**config.mk**
```make
export PLATFORM = sky130hd
export DESIGN_NAME = vram_arbiter_flat
export DESIGN_NICKNAME = d
export VERILOG_FILES = /design/src/rtl/vram_arbiter_if.sv /design/src/rtl/vram_arbiter.sv /design/src/flat_wrapper.sv
export SDC_FILE = /design/constraint.sdc
export NUM_CORES = 1
export LEC_CHECK = 0
export CAP_MARGIN = 10
export CORE_AREA = 2 2 124 126
export DETAILED_ROUTE_END_ITERATION = 16
export DIE_AREA = 0 0 126 128
export PLACE_DENSITY_LB_ADDON = 0.15
export SLEW_MARGIN = 10
export SYNTH_ARGS = -nofsm -noshare
export SYNTH_HDL_FRONTEND = slang
export SYNTH_SLANG_ARGS = --single-unit
```
**constraint.sdc**
```tcl
create_clock -name clk -period 2 [get_ports clk]
set_input_delay 0.6 -clock clk [delete_from_list [all_inputs] [get_ports clk]]
set_output_delay 0.6 -clock clk [all_outputs]
set_load 0.02 [all_outputs]
```
**src/rtl/vram_arbiter_if.sv**
```systemverilog
// -----------------------------------------------------------------------------
// vram_arbiter_if
// Purpose : bundles every handshake and bus signal of the VRAM arbiter.
//           This covers the scanout read port, the host write/read ports and
//           the single-port RAM interface.
// Modports:
//   slave  - the arbiter view. It takes requests and mem_rdata, and drives
//            the responses and mem_*.
//   master - the environment view. This is the scanout engine, the host and
//            the RAM.
// Signals :
//   sc_req/sc_addr            scanout read request/address
//   sc_rvalid/sc_rdata        scanout read return
//   host_wr_valid/addr/data   host write request, host_wr_ready accept
//   host_rd_valid/addr        host read request, host_rd_ready accept
//   host_rd_rvalid/rdata      host read return (1-cycle pulse)
//   mem_addr/wdata/we/re      registered RAM command
//   mem_rdata                 RAM data, valid 1 cycle after mem_re
// -----------------------------------------------------------------------------
interface vram_arbiter_if #(
  parameter int ADDR_W = 16,
  parameter int DATA_W = 8
);
  logic              sc_req;
  logic [ADDR_W-1:0] sc_addr;
  logic              sc_rvalid;
  logic [DATA_W-1:0] sc_rdata;
  logic              host_wr_valid;
  logic [ADDR_W-1:0] host_wr_addr;
  logic [DATA_W-1:0] host_wr_data;
  logic              host_wr_ready;
  logic              host_rd_valid;
  logic [ADDR_W-1:0] host_rd_addr;
  logic              host_rd_ready;
  logic              host_rd_rvalid;
  logic [DATA_W-1:0] host_rd_rdata;
  logic [ADDR_W-1:0] mem_addr;
  logic [DATA_W-1:0] mem_wdata;
  logic              mem_we;
  logic              mem_re;
  logic [DATA_W-1:0] mem_rdata;

  modport slave (
    input  sc_req, sc_addr,
    output sc_rvalid, sc_rdata,
    input  host_wr_valid, host_wr_addr, host_wr_data,
    output host_wr_ready,
    input  host_rd_valid, host_rd_addr,
    output host_rd_ready, host_rd_rvalid, host_rd_rdata,
    output mem_addr, mem_wdata, mem_we, mem_re,
    input  mem_rdata
  );

  modport master (
    output sc_req, sc_addr,
    input  sc_rvalid, sc_rdata,
    output host_wr_valid, host_wr_addr, host_wr_data,
    input  host_wr_ready,
    output host_rd_valid, host_rd_addr,
    input  host_rd_ready, host_rd_rvalid, host_rd_rdata,
    input  mem_addr, mem_wdata, mem_we, mem_re,
    output mem_rdata
  );
endinterface

```
**src/rtl/vram_arbiter.sv**
```systemverilog
// -----------------------------------------------------------------------------
// vram_arbiter
// Purpose : single-port VRAM arbiter between SVGA scanout and the host bus.
//           Scanout reads always win. Host writes are buffered in a small
//           FIFO and drained in idle slots. A host read is single-outstanding
//           and issues only once the FIFO is empty, so it observes every
//           earlier host write.
// Ports   :
//   clk    system clock
//   rst_n  asynchronous active-low reset
//   bus    vram_arbiter_if.slave (scanout, host and RAM signals)
// -----------------------------------------------------------------------------
module vram_arbiter #(
  parameter int ADDR_W      = 16,
  parameter int DATA_W      = 8,
  parameter int WFIFO_DEPTH = 4
) (
  input logic             clk,
  input logic             rst_n,
  vram_arbiter_if.slave   bus
);

  localparam int                PTR_W   = $clog2(WFIFO_DEPTH);
  localparam logic [PTR_W-1:0]  PTR_ONE = PTR_W'(1);
  localparam logic [PTR_W:0]    CNT_ONE = (PTR_W+1)'(1);
  localparam logic [PTR_W:0]    CNT_MAX = (PTR_W+1)'(WFIFO_DEPTH);

  typedef enum logic [1:0] {
    RD_IDLE = 2'd0,
    RD_PEND = 2'd1,
    RD_WAIT = 2'd2
  } rd_state_e;

  rd_state_e         rd_state_q;
  logic [ADDR_W-1:0] rd_addr_q;

  logic [ADDR_W-1:0] wf_addr_q [WFIFO_DEPTH];
  logic [DATA_W-1:0] wf_data_q [WFIFO_DEPTH];
  logic [PTR_W-1:0]  wr_ptr_q, rd_ptr_q;
  logic [PTR_W:0]    cnt_q, cnt_d;

  logic [ADDR_W-1:0] mem_addr_q;
  logic [DATA_W-1:0] mem_wdata_q;
  logic              mem_we_q, mem_re_q;

  // Tag pipe: stage 1 is aligned with mem_re, stage 2 with the returning data.
  logic              tag1_sc_q, tag1_host_q;
  logic              sc_rvalid_q, host_rd_rvalid_q;

  logic fifo_empty_s, fifo_full_s;
  logic sc_grant_s, rd_grant_s, wr_grant_s;
  logic wr_ready_s, push_s, rd_accept_s;

  // Slot arbitration and host handshake decode.
  always_comb begin
    fifo_empty_s = (cnt_q == '0);
    fifo_full_s  = (cnt_q == CNT_MAX);
    sc_grant_s   = bus.sc_req;
    rd_grant_s   = !bus.sc_req && (rd_state_q == RD_PEND) && fifo_empty_s;
    wr_grant_s   = !bus.sc_req && !rd_grant_s && !fifo_empty_s;
    // A full FIFO can still take a push in a cycle where its head drains.
    wr_ready_s   = (rd_state_q == RD_IDLE) && (!fifo_full_s || wr_grant_s);
    push_s       = bus.host_wr_valid && wr_ready_s;
    rd_accept_s  = bus.host_rd_valid && (rd_state_q == RD_IDLE);
  end

  // Next FIFO occupancy.
  always_comb begin
    case ({push_s, wr_grant_s})
      2'b10:   cnt_d = cnt_q + CNT_ONE;
      2'b01:   cnt_d = cnt_q - CNT_ONE;
      default: cnt_d = cnt_q;
    endcase
  end

  // Write FIFO storage and pointers.
  always_ff @(posedge clk or negedge rst_n) begin
    if (!rst_n) begin
      for (int i = 0; i < WFIFO_DEPTH; i++) begin
        wf_addr_q[i] <= '0;
        wf_data_q[i] <= '0;
      end
      wr_ptr_q <= '0;
      rd_ptr_q <= '0;
      cnt_q    <= '0;
    end else begin
      if (push_s) begin
        wf_addr_q[wr_ptr_q] <= bus.host_wr_addr;
        wf_data_q[wr_ptr_q] <= bus.host_wr_data;
        wr_ptr_q            <= wr_ptr_q + PTR_ONE;
      end
      if (wr_grant_s) begin
        rd_ptr_q <= rd_ptr_q + PTR_ONE;
      end
      cnt_q <= cnt_d;
    end
  end

  // Host read FSM.
  always_ff @(posedge clk or negedge rst_n) begin
    if (!rst_n) begin
      rd_state_q <= RD_IDLE;
      rd_addr_q  <= '0;
    end else begin
      case (rd_state_q)
        RD_IDLE: begin
          if (rd_accept_s) begin
            rd_addr_q  <= bus.host_rd_addr;
            rd_state_q <= RD_PEND;
          end
        end
        RD_PEND: begin
          if (rd_grant_s) begin
            rd_state_q <= RD_WAIT;
          end
        end
        RD_WAIT: begin
          // The tag reaches stage 2 on this edge, together with the rvalid pulse.
          if (tag1_host_q) begin
            rd_state_q <= RD_IDLE;
          end
        end
        default: rd_state_q <= RD_IDLE;
      endcase
    end
  end

  // Registered RAM command and read-return tag pipe.
  always_ff @(posedge clk or negedge rst_n) begin
    if (!rst_n) begin
      mem_addr_q       <= '0;
      mem_wdata_q      <= '0;
      mem_we_q         <= 1'b0;
      mem_re_q         <= 1'b0;
      tag1_sc_q        <= 1'b0;
      tag1_host_q      <= 1'b0;
      sc_rvalid_q      <= 1'b0;
      host_rd_rvalid_q <= 1'b0;
    end else begin
      if (sc_grant_s) begin
        mem_addr_q <= bus.sc_addr;
        mem_we_q   <= 1'b0;
        mem_re_q   <= 1'b1;
      end else if (rd_grant_s) begin
        mem_addr_q <= rd_addr_q;
        mem_we_q   <= 1'b0;
        mem_re_q   <= 1'b1;
      end else if (wr_grant_s) begin
        mem_addr_q  <= wf_addr_q[rd_ptr_q];
        mem_wdata_q <= wf_data_q[rd_ptr_q];
        mem_we_q    <= 1'b1;
        mem_re_q    <= 1'b0;
      end else begin
        mem_we_q <= 1'b0;
        mem_re_q <= 1'b0;
      end
      tag1_sc_q        <= sc_grant_s;
      tag1_host_q      <= rd_grant_s;
      sc_rvalid_q      <= tag1_sc_q;
      host_rd_rvalid_q <= tag1_host_q;
    end
  end

  assign bus.mem_addr       = mem_addr_q;
  assign bus.mem_wdata      = mem_wdata_q;
  assign bus.mem_we         = mem_we_q;
  assign bus.mem_re         = mem_re_q;
  assign bus.sc_rvalid      = sc_rvalid_q;
  assign bus.host_rd_rvalid = host_rd_rvalid_q;
  // RAM data is passed through and zeroed outside its valid cycle.
  assign bus.sc_rdata       = sc_rvalid_q      ? bus.mem_rdata : '0;
  assign bus.host_rd_rdata  = host_rd_rvalid_q ? bus.mem_rdata : '0;
  assign bus.host_wr_ready  = wr_ready_s;
  assign bus.host_rd_ready  = (rd_state_q == RD_IDLE);

endmodule

```
**src/flat_wrapper.sv**
```systemverilog
// flat-port wrapper written by rule: the top's interface ports become plain ports
module vram_arbiter_flat 
#(
  parameter int ADDR_W      = 16,
  parameter int DATA_W      = 8,
  parameter int WFIFO_DEPTH = 4
)
  (clk, rst_n, bus_sc_req, bus_sc_addr, bus_sc_rvalid, bus_sc_rdata, bus_host_wr_valid, bus_host_wr_addr, bus_host_wr_data, bus_host_wr_ready, bus_host_rd_valid, bus_host_rd_addr, bus_host_rd_ready, bus_host_rd_rvalid, bus_host_rd_rdata, bus_mem_addr, bus_mem_wdata, bus_mem_we, bus_mem_re, bus_mem_rdata);
  vram_arbiter_if #(.ADDR_W(ADDR_W), .DATA_W(DATA_W)) bus_i ();
  input logic clk;
  input logic rst_n;
  input wire logic [$bits(bus_i.sc_req)-1:0] bus_sc_req;
  input wire logic [$bits(bus_i.sc_addr)-1:0] bus_sc_addr;
  output wire logic [$bits(bus_i.sc_rvalid)-1:0] bus_sc_rvalid;
  output wire logic [$bits(bus_i.sc_rdata)-1:0] bus_sc_rdata;
  input wire logic [$bits(bus_i.host_wr_valid)-1:0] bus_host_wr_valid;
  input wire logic [$bits(bus_i.host_wr_addr)-1:0] bus_host_wr_addr;
  input wire logic [$bits(bus_i.host_wr_data)-1:0] bus_host_wr_data;
  output wire logic [$bits(bus_i.host_wr_ready)-1:0] bus_host_wr_ready;
  input wire logic [$bits(bus_i.host_rd_valid)-1:0] bus_host_rd_valid;
  input wire logic [$bits(bus_i.host_rd_addr)-1:0] bus_host_rd_addr;
  output wire logic [$bits(bus_i.host_rd_ready)-1:0] bus_host_rd_ready;
  output wire logic [$bits(bus_i.host_rd_rvalid)-1:0] bus_host_rd_rvalid;
  output wire logic [$bits(bus_i.host_rd_rdata)-1:0] bus_host_rd_rdata;
  output wire logic [$bits(bus_i.mem_addr)-1:0] bus_mem_addr;
  output wire logic [$bits(bus_i.mem_wdata)-1:0] bus_mem_wdata;
  output wire logic [$bits(bus_i.mem_we)-1:0] bus_mem_we;
  output wire logic [$bits(bus_i.mem_re)-1:0] bus_mem_re;
  input wire logic [$bits(bus_i.mem_rdata)-1:0] bus_mem_rdata;
  assign bus_i.sc_req = bus_sc_req;
  assign bus_i.sc_addr = bus_sc_addr;
  assign bus_sc_rvalid = bus_i.sc_rvalid;
  assign bus_sc_rdata = bus_i.sc_rdata;
  assign bus_i.host_wr_valid = bus_host_wr_valid;
  assign bus_i.host_wr_addr = bus_host_wr_addr;
  assign bus_i.host_wr_data = bus_host_wr_data;
  assign bus_host_wr_ready = bus_i.host_wr_ready;
  assign bus_i.host_rd_valid = bus_host_rd_valid;
  assign bus_i.host_rd_addr = bus_host_rd_addr;
  assign bus_host_rd_ready = bus_i.host_rd_ready;
  assign bus_host_rd_rvalid = bus_i.host_rd_rvalid;
  assign bus_host_rd_rdata = bus_i.host_rd_rdata;
  assign bus_mem_addr = bus_i.mem_addr;
  assign bus_mem_wdata = bus_i.mem_wdata;
  assign bus_mem_we = bus_i.mem_we;
  assign bus_mem_re = bus_i.mem_re;
  assign bus_i.mem_rdata = bus_mem_rdata;
  vram_arbiter #(.ADDR_W(ADDR_W), .DATA_W(DATA_W), .WFIFO_DEPTH(WFIFO_DEPTH)) u_core (.clk(clk), .rst_n(rst_n), .bus(bus_i));
endmodule
```
==> results.yml, run 1 <==
outcome:
  outcome: "finished, final reports clean"
clocking:
  cts_setup_buffers: 0
  clk_pin_slew_ns: 0.06
  cts.sinks: 151
  htree_levels: 4
  hold_buffers: 0
  clockBufferDepth: 2
  cts_made_buffers: 17
  clk_latency_ns: 0.41
  cts_tree: "built"
  cts_root_buf: "clkbuf_16"
layout:
  design_area_um2: 9188
  antenna_cells: 0
  final_nets: 682
  drive_gt1_share_pct: 40.39
  syn_to_final_growth_pct: 32.64
synth:
  dominantRegCellSynth: "dfrtp_1"
  synth.area.mux_share_pct: 27.84
  synth.net_count: 538
  ys_seq_elements: 151
  synth_common_cells: "dfrtp_1 (151), mux2_2 (113), nand2_1 (19), and2_1 (18), nor2b_1 (18)"
  netlist_instances: 463
  yosysWarningCount: 0
  synthSimpleGateAreaFrac_pct: 5.853
  yosysTopAreaCell: "dfrtp_1"
  synth-xor-area-share_pct: 0.7587
  synth_top_family_by_area: "multiplexers"
  synth_area_leaders: "dfrtp_1 (55%), mux2_2 (18%), mux4_2 (5.5%)"
  avgSynthCellArea_um2: 14.96
  synth_compound_gate_area_share_pct: 6.665
  post-synth-top-count-cell: "dfrtp_1"
  synth_top_area_share_pct: 54.55
  synth_fa_ha_area_share_pct: 1.192
  synth_cell_types: 34
  seq_area_frac_synth_pct: 54.55
  synth_edf_count: 0
  async_reset_ff_share_pct: 100.0
  syn_area_um2: 6927
setup_path:
  worst_setup_path_start_kind: "input pin"
  critical_path_required_ns: 1.40
  path_class: "input pin to output port"
  path_max_fanout: 2
  cp.arrival_ns: 1.36
  cp-end-kind: "output port"
floorplanning:
  initial_core_util_pct: 46.60
  die_width_um: 126
  num_io_pins: 115
  dieArea_um2: 16130
  placementRows: 45
  floorplan.die.height_um: 128
  core-area_um2: 14860
timing:
  setup_violations: 0
  fin_worst_skew_ns: 0.006454
  tns_ns: 0
  fin_crit_ns: 1.957
  rsz0062_at_grt: "false"
  final_max_slew_viol_count: 0
  tightestPinTransition_ns: 0.5052
  fin_crit_sh_pct: 97.85
  max_freq_ghz: 0.5110
  slew_headroom_pct: 66.32
  final_hold_viol_count: 0
run:
  drv_cap: 0
global_route:
  gr-usage-all-layers_pct: 18.77
  grt-ovfl-total: 0
  first_global_vias: 4602
  grt_antenna_before_repair: 1
  grt_pass1_wl_um: 23710
  grt_max_degree: 52
detailed_routing:
  viasPerCell: 5.263
  num_vias: 4247
  firstDrtPassIters: 5
  ant_nets: 0
  wl_um: 14150
  drt-initial-drc-count: 194
  avgRoutedWirePerCell_um: 17.53
  remaining_drc_errors: 0
place:
  port_buffers: 114
  dp_hpwl_um: 10060
  gp_congestion: 0.8451
  dpl-instance-area_um2: 8594
pwr:
  finalPower_mw: 13.49
  power_density_nw_per_um2: 1468
  ir_worst_vdd_mv: 0.6773
  p_leak_nw: 4.243
hold_path:
  worstHoldPathType: "input pin to async pin"
-- per-layer routing --
| metal | GRT usage, % | vias to the layer above | wire (µm) |
|---|---|---|---|
| li1 | - | 1971 | - |
| met1 | 24.39 | 2145 | 6389 |
| met2 | 30.58 | 113 | 6795 |
| met3 | 5.259 | 16 | 775 |
| met4 | 6.529 | 2 | 172 |
| met5 | 0 | - | 12 |
-- critical path, cell delays in order --
cell             delay (ns)
clkdlybuf4s50_1        0.49
and2_1                 0.14
buf_4                  0.14
-- final cells by class --
cell class / instances / area (µm²)
clock buffers: 24 / 511.7
flip-flops and latches: 151 / 3779
repair buffers: 154 / 1558
clock inverters: 7 / 115.1
multi-input cells: 277 / 2964
inverters: 6 / 25.02
well taps: 188 / 235.2
fillers: 1177 / 5677
-- what timing repair did --
item / 4_1_cts / 5_1_grt
setup endpoints to repair: 120 / 23
pin swaps: 1 / 2
cloned: 0 / 0
resized for setup: 77 / 25
-- report_power, final --
| part | internal, mW | total (mW) | switching (mW) |
|---|---|---|---|
| clock | 2.15 | 3.32 | 1.16 |
| combinational | 2.94 | 5.03 | 2.09 |
| sequential | 4.46 | 5.15 | 0.690 |
-- final timing paths --
check | slack (ns) | end | cells after the start | from
worst min register to register | 0.35 | u_core.bus.sc_rvalid$_DFF_PN0_ | 0 | u_core.tag1_sc_q$_DFF_PN0_
max in group asynchronous | 1.26 | u_core.wf_addr_q[6]$_DFFE_PN0P_ | 2 | rst_n
worst max-delay path | 0.04 | bus_sc_rdata[5] | 3 | bus_mem_rdata[5]
worst min-delay path | 0.14 | u_core.bus.mem_addr[4]$_DFFE_PN0P_ | 1 | rst_n
min in group clk | 0.35 | u_core.bus.sc_rvalid$_DFF_PN0_ | 0 | u_core.tag1_sc_q$_DFF_PN0_
worst max register to register | 0.12 | u_core.cnt_q[2]$_DFFE_PN0P_ | 9 | u_core.cnt_q[2]$_DFFE_PN0P_
-- per-stage QoR --
step | std cells | worst slack (ns) | util, % | hold slack, ns
after floorplan | 463 | -0.2864 | - | 0.3044
after global placement | 776 | -0.6108 | 57.82 | 0.3375
after detailed placement | 776 | -0.6532 | 57.82 | 0.3395
after CTS | 807 | 0.005021 | 61.51 | 0.1450
after global routing | 807 | 0.0001059 | 61.81 | 0.1603
final | 807 | 0.04301 | 61.81 | 0.1392
-- cells by family (layout without fill, tap and decap cells) --
group,after synthesis,count (layout)
muxes,145,145
buffers and inverters,35,191
adders and majority gates,6,6
AOI/OAI and AO/OA,52,52
xor gates and xnor gates,6,6
DFF,151,151
and+or+nand+nor,68,68
-- cell usage in the layout (no fill, tap or decap), types with 9 or more instances in the layout --
master and instances:
dfrtp_1 151, mux2_2 113, clkdlybuf4s50_1 71, buf_4 29
dlymetal6s2s_1 19, and2_1 18, nand2_1 18, nor2b_1 17
mux4_2 17, clkbuf_16 17, a21boi_0 16, buf_2 16
buf_12 13, a211oi_1 10, o31ai_1 9
-- registers in the layout (all words and copies together), names as in the netlist, 2 cells and up --
name and flops:
u_core.rd_state_q 2, u_core.wf_addr_q 64, u_core.bus.mem_addr 16, u_core.rd_addr_q 16
u_core.wr_ptr_q 2, u_core.cnt_q 3, u_core.rd_ptr_q 2, u_core.wf_data_q 32
u_core.bus.mem_wdata 8
(Power assumes the default switching activity.)
==> run 2: changes to the inputs <==
--- a/config.mk
+++ b/config.mk
@@ -6,9 +6,9 @@
 export NUM_CORES = 1
 export LEC_CHECK = 0
 export CAP_MARGIN = 10
-export CORE_AREA = 2 2 124 126
+export CORE_AREA = 5 5 127 129
 export DETAILED_ROUTE_END_ITERATION = 16
-export DIE_AREA = 0 0 126 128
+export DIE_AREA = 0 0 132 134
 export PLACE_DENSITY_LB_ADDON = 0.15
 export SLEW_MARGIN = 10
 export SYNTH_ARGS = -nofsm -noshare
==> run 2 against run 1 <==
Net effect: design area rose by 0.69%; sequential power about the same; final cell count grew 0.12%; clock skew barely moved; combinational power up 2%; fmax down 0.38%; total power increased by 0.20%; register-to-register slack barely moved; critical path type unchanged; largest cell class unchanged; largest power group unchanged; highest routed layer is now met4.
==> results.yml, run 2 (synthesis gave the netlist of run 1 again) <==
outcome:
  outcome: "finished, final reports clean"
floorplanning:
  die_width_um: 132
  num_io_pins: 115
  dieArea_um2: 17690
  initial_core_util_pct: 46.42
  placementRows: 45
  floorplan.die.height_um: 134
  core-area_um2: 14920
timing:
  final_hold_viol_count: 0
  fin_crit_sh_pct: 98.23
  slew_headroom_pct: 72.71
  fin_worst_skew_ns: 0.006420
  tns_ns: 0
  rsz0062_at_grt: "true"
  max_freq_ghz: 0.5090
  fin_crit_ns: 1.965
  tightestPinTransition_ns: 0.4094
  final_max_slew_viol_count: 0
  setup_violations: 0
detailed_routing:
  drt-initial-drc-count: 212
  remaining_drc_errors: 0
  viasPerCell: 5.224
  wl_um: 14610
  ant_nets: 0
  num_vias: 4221
  avgRoutedWirePerCell_um: 18.08
  firstDrtPassIters: 4
layout:
  largest_reg_flops: 64
  antenna_cells: 0
  top_register: "u_core.wf_addr_q"
  final_common_cell: "dfrtp_1"
  syn_to_final_growth_pct: 33.56
  design_area_um2: 9251
  final_nets: 682
  top_regs: "u_core.wf_addr_q (64), u_core.wf_data_q (32)"
  layout_common_cells: "dfrtp_1 (151), mux2_2 (113), clkdlybuf4s50_1 (68), buf_4 (26), dlymetal6s2s_1 (20)"
  postLayoutCoreUtil_pct: 62.00
  fill_cells: 1150
  drive_gt1_share_pct: 40.65
hold_path:
  worstHoldPathType: "input pin to async pin"
setup_path:
  r2r_slack_ns: 0.11
  cp-end-kind: "output port"
  path_max_fanout: 2
  worst_setup_path_start_kind: "input pin"
  r2r-end: "u_core.bus.mem_addr[8]$_DFFE_PN0P_"
  critical_path_required_ns: 1.40
  path_class: "input pin to output port"
  cp.arrival_ns: 1.36
  reg2reg_depth: 5
  r2r_start: "u_core.rd_ptr_q[0]$_DFFE_PN0P_"
global_route:
  grt_pass1_wl_um: 25500
  gr-usage-all-layers_pct: 17.99
  first_global_vias: 4779
  grt_antenna_before_repair: 0
  grt-ovfl-total: 0
  grt_max_degree: 42
clocking:
  hold_buffers: 0
  cts_tree: "built"
  clockBufferDepth: 2
  clk_latency_ns: 0.42
  clk_pin_slew_ns: 0.06
  cts_root_buf: "clkbuf_16"
  cts_made_buffers: 17
  htree_levels: 4
  cts.sinks: 151
pwr:
  ir_worst_vdd_mv: 0.7909
  p_leak_nw: 4.287
  power_density_nw_per_um2: 1461
place:
  port_buffers: 114
  dp_hpwl_um: 10480
  dpl-instance-area_um2: 8650
  gp_congestion: 0.7369
run:
  drv_cap: 0
-- run 2: area by class of cell --
cell class / count / area, µm² / area share (%)
flip-flops and latches: 151 / 3779 / 40.84
multi-input cells: 277 / 2972 / 32.12
repair buffers: 154 / 1635 / 17.68
clock buffers: 19 / 452.9 / 4.896
well taps: 188 / 235.2 / 2.543
clock inverters: 13 / 152.6 / 1.650
inverters: 6 / 25.02 / 0.2705
-- run 2: power breakdown --
group          switching (mW)  total (mW)  internal [mW]
clock                    1.22        3.24           2.02
sequential              0.710        5.17           4.46
combinational            2.12        5.11           3.00
total                    4.05        13.5           9.47
-- run 2: critical path, cell delays in order --
cell and delay [ns]:
clkdlybuf4s50_1 0.47, and2_1 0.13, buf_2 0.16
-- run 2: how the worst max path moves through the flow --
| stage | start | cells after the start | endpoint | slack, ns |
|---|---|---|---|---|
| after floorplan | bus_sc_req | 11 | u_core.cnt_q[2]$_DFFE_PN0P_ | -0.29 |
| after global placement | bus_sc_req | 10 | u_core.cnt_q[2]$_DFFE_PN0P_ | -0.61 |
| after detailed placement | bus_sc_req | 9 | u_core.cnt_q[2]$_DFFE_PN0P_ | -0.68 |
| after CTS | u_core.bus.mem_addr[13]$_DFFE_PN0P_ | 1 | bus_mem_addr[13] | 0.0004 |
| after global routing | bus_sc_req | 10 | u_core.cnt_q[2]$_DFFE_PN0P_ | -0.03 |
| final | bus_mem_rdata[5] | 3 | bus_sc_rdata[5] | 0.04 |
-- run 2: metal layers --
metal | vias up | track usage (%) | wire length (µm)
met4 | 0 | 5.314 | 187
li1 | 1977 | - | -
met5 | - | 0 | 0
met1 | 2120 | 23.36 | 6509
met3 | 17 | 5.364 | 768
met2 | 107 | 29.42 | 7142
-- run 2: timing repair --
action / in CTS / in global routing
cloned: 0 / 0
pin swaps: 2 / 1
setup buffers: 0 / 1
setup endpoints to repair: 136 / 28
gates resized for setup: 80 / 29
-- run 2: metrics by stage --
stage / power, mW / setup WS (ns) / cells / hold slack (ns)
floorplan: 8.557 / -0.2864 / 463 / 0.3044
global placement: 10.21 / -0.6127 / 775 / 0.3381
detailed placement: 10.46 / -0.6770 / 775 / 0.3379
CTS: 13.70 / 0.0004389 / 807 / 0.06828
global route: 14.40 / -0.02831 / 808 / 0.07163
finish: 13.52 / 0.03546 / 808 / 0.06844
==> run 3: changes to the inputs <==
--- a/config.mk
+++ b/config.mk
@@ -10,6 +10,7 @@
 export DETAILED_ROUTE_END_ITERATION = 16
 export DIE_AREA = 0 0 132 134
 export PLACE_DENSITY_LB_ADDON = 0.15
+export SETUP_SLACK_MARGIN = 0.1
 export SLEW_MARGIN = 10
 export SYNTH_ARGS = -nofsm -noshare
 export SYNTH_HDL_FRONTEND = slang
==> run 3 against run 2 <==
Net effect: global-route usage is 0.089 points lower; total power down 1.5%; routed wire length grew 2.5%; setup slack gained 0.087 ns; first-iteration DRC count fell by 24%; via count up 1.0%; register-to-register slack improved by 0.02 ns; clock skew up 0.0035 ns; fmax up 4.6%; non-clock buffer count is 2 lower; largest cell class unchanged.
==> results.yml, run 3 (synthesis gave the netlist of run 1 again) <==
outcome:
  outcome: "finished, final reports clean"
timing:
  setup_violations: 0
  rsz0062_at_grt: "true"
  max_freq_ghz: 0.5326
  fin_worst_skew_ns: 0.009915
  tightestPinTransition_ns: 0.4292
  fin_crit_sh_pct: 93.88
  final_max_slew_viol_count: 0
  setup_slack_ns: 0.1224
  slew_headroom_pct: 71.38
  fin_hold_ws_ns: 0.1061
  final_hold_viol_count: 0
  fin_crit_ns: 1.878
floorplanning:
  floorplan.die.height_um: 134
  initial_core_util_pct: 46.42
  placementRows: 45
  die_width_um: 132
  core-area_um2: 14920
  num_io_pins: 115
  dieArea_um2: 17690
detailed_routing:
  firstDrtPassIters: 4
  wl_um: 14980
  remaining_drc_errors: 0
  ant_nets: 0
  avgRoutedWirePerCell_um: 18.67
  drt-initial-drc-count: 162
  num_vias: 4263
  viasPerCell: 5.315
clocking:
  hold_buffers: 0
  cts_tree: "built"
  clk_latency_ns: 0.42
  cts_made_buffers: 17
  clk_pin_slew_ns: 0.06
  cts.sinks: 151
  htree_levels: 4
  clockBufferDepth: 2
  cts_root_buf: "clkbuf_16"
global_route:
  first_global_vias: 4692
  grt_antenna_before_repair: 0
  grt-ovfl-total: 0
  grt_pass1_wl_um: 25210
  grt_max_degree: 46
  gr-usage-all-layers_pct: 17.90
hold_path:
  worstHoldPathType: "input pin to async pin"
pwr:
  ir_worst_vdd_mv: 0.6821
  finalPower_mw: 13.32
  power_density_nw_per_um2: 1439
  p_leak_nw: 4.191
layout:
  final_nets: 680
  layout_common_cells: "dfrtp_1 (147), mux2_2 (88), clkdlybuf4s50_1 (58), dlygate4sd2_1 (36), mux2_4 (25)"
  syn_to_final_growth_pct: 33.58
  largest_reg_flops: 64
  top_regs: "u_core.wf_addr_q (64), u_core.wf_data_q (32)"
  top_register: "u_core.wf_addr_q"
  antenna_cells: 0
  final_cells: 802
  final_common_cell: "dfrtp_1"
  design_area_um2: 9253
  drive_gt1_share_pct: 41.37
setup_path:
  crit_buf_inv: 2
  critical_path_required_ns: 1.40
  cp.arrival_ns: 1.28
  cp-end-kind: "output port"
  slowest_delay_ns: 0.43
  slowest_stage: "dfrtp_2"
  path_class: "register to output port"
  worst_setup_path_start_kind: "register"
  path_max_fanout: 6
  worstPathCellList: "clkbuf_2 > and2_4 > buf_6"
  cpLargestDelayFamily: "flip-flops"
place:
  pre_cts_ws_ns: -0.6756
  dp.cells: 771
  port_buffers: 114
  gp_congestion: 0.7776
  dpl-instance-area_um2: 8690
  dp_hpwl_um: 10560
run:
  drv_cap: 0
==> run 3: cell types whose count changed in the layout (fill, tap and decap cells not counted), sizes merged <==
| cell | delta |
|---|---|
| clkinvlp | -1 |
| bufinv | -2 |
| clkbuf | +8 |
| clkdlybuf4s50 | -10 |
| clkinv | -6 |
| buf | -10 |
| inv | -1 |
| clkdlybuf4s15 | +7 |
| dlygate4sd2 | +29 |
| dlymetal6s2s | -20 |
==> run 3: path summary, 6_finish.rpt <==
kind	from	endpoint	slack, ns	depth (start not counted)
max	u_core.bus.host_rd_rvalid$_DFF_PN0_	bus_host_rd_rdata[4]	0.12	3
min	rst_n	u_core.bus.mem_addr[12]$_DFFE_PN0P_	0.11	1
max reg2reg	u_core.cnt_q[0]$_DFFE_PN0P_	u_core.cnt_q[2]$_DFFE_PN0P_	0.13	8
min reg2reg	u_core.tag1_sc_q$_DFF_PN0_	u_core.bus.sc_rvalid$_DFF_PN0_	0.35	0
max in group asynchronous	rst_n	u_core.cnt_q[0]$_DFFE_PN0P_	1.23	2
min in group clk	u_core.tag1_sc_q$_DFF_PN0_	u_core.bus.sc_rvalid$_DFF_PN0_	0.35	0
==> run 3: final cells by class <==
class                   instances  area [µm²]
clock buffers                  25       505.5
clock inverters                 3       42.54
fillers                      1122        5668
inverters                       6       25.02
multi-input cells             277        3069
flip-flops and latches        151        3784
well taps                     188       235.2
repair buffers                152        1592
==> run 3: per-stage QoR <==
stage          setup TNS, ns  utilization [%]
6_report                   0            62.01
5_1_grt                    0            62.01
4_1_cts                    0            61.92
3_5_place_dp          -67.18            58.24
3_3_place_gp          -63.10            58.24
2_1_floorplan        -0.4468                -
==> run 3: layer usage <==
| metal | vias to the layer above | GRT usage, % | share of wire (%) |
|---|---|---|---|
| li1 | 1969 | - | - |
| met1 | 2154 | 23.72 | 44 |
| met2 | 122 | 28.66 | 48 |
| met3 | 18 | 5.176 | 5.7 |
| met4 | 0 | 5.714 | 1.6 |
| met5 | - | 0 | 0 |
==> run 3: report_power, final <==
group          total, mW  switching, mW  internal, mW
Clock               2.99           1.14          1.85
Sequential          5.19          0.723          4.46
Combinational       5.14           2.13          3.02
Total               13.3           3.99          9.33
==> run 3: repair_timing <==
| action | in CTS | in global routing |
|---|---|---|
| buffers inserted | 1 | 2 |
| resized for setup | 130 | 6 |
| pin swaps | 5 | 5 |
| setup endpoints to repair | 161 | 17 |
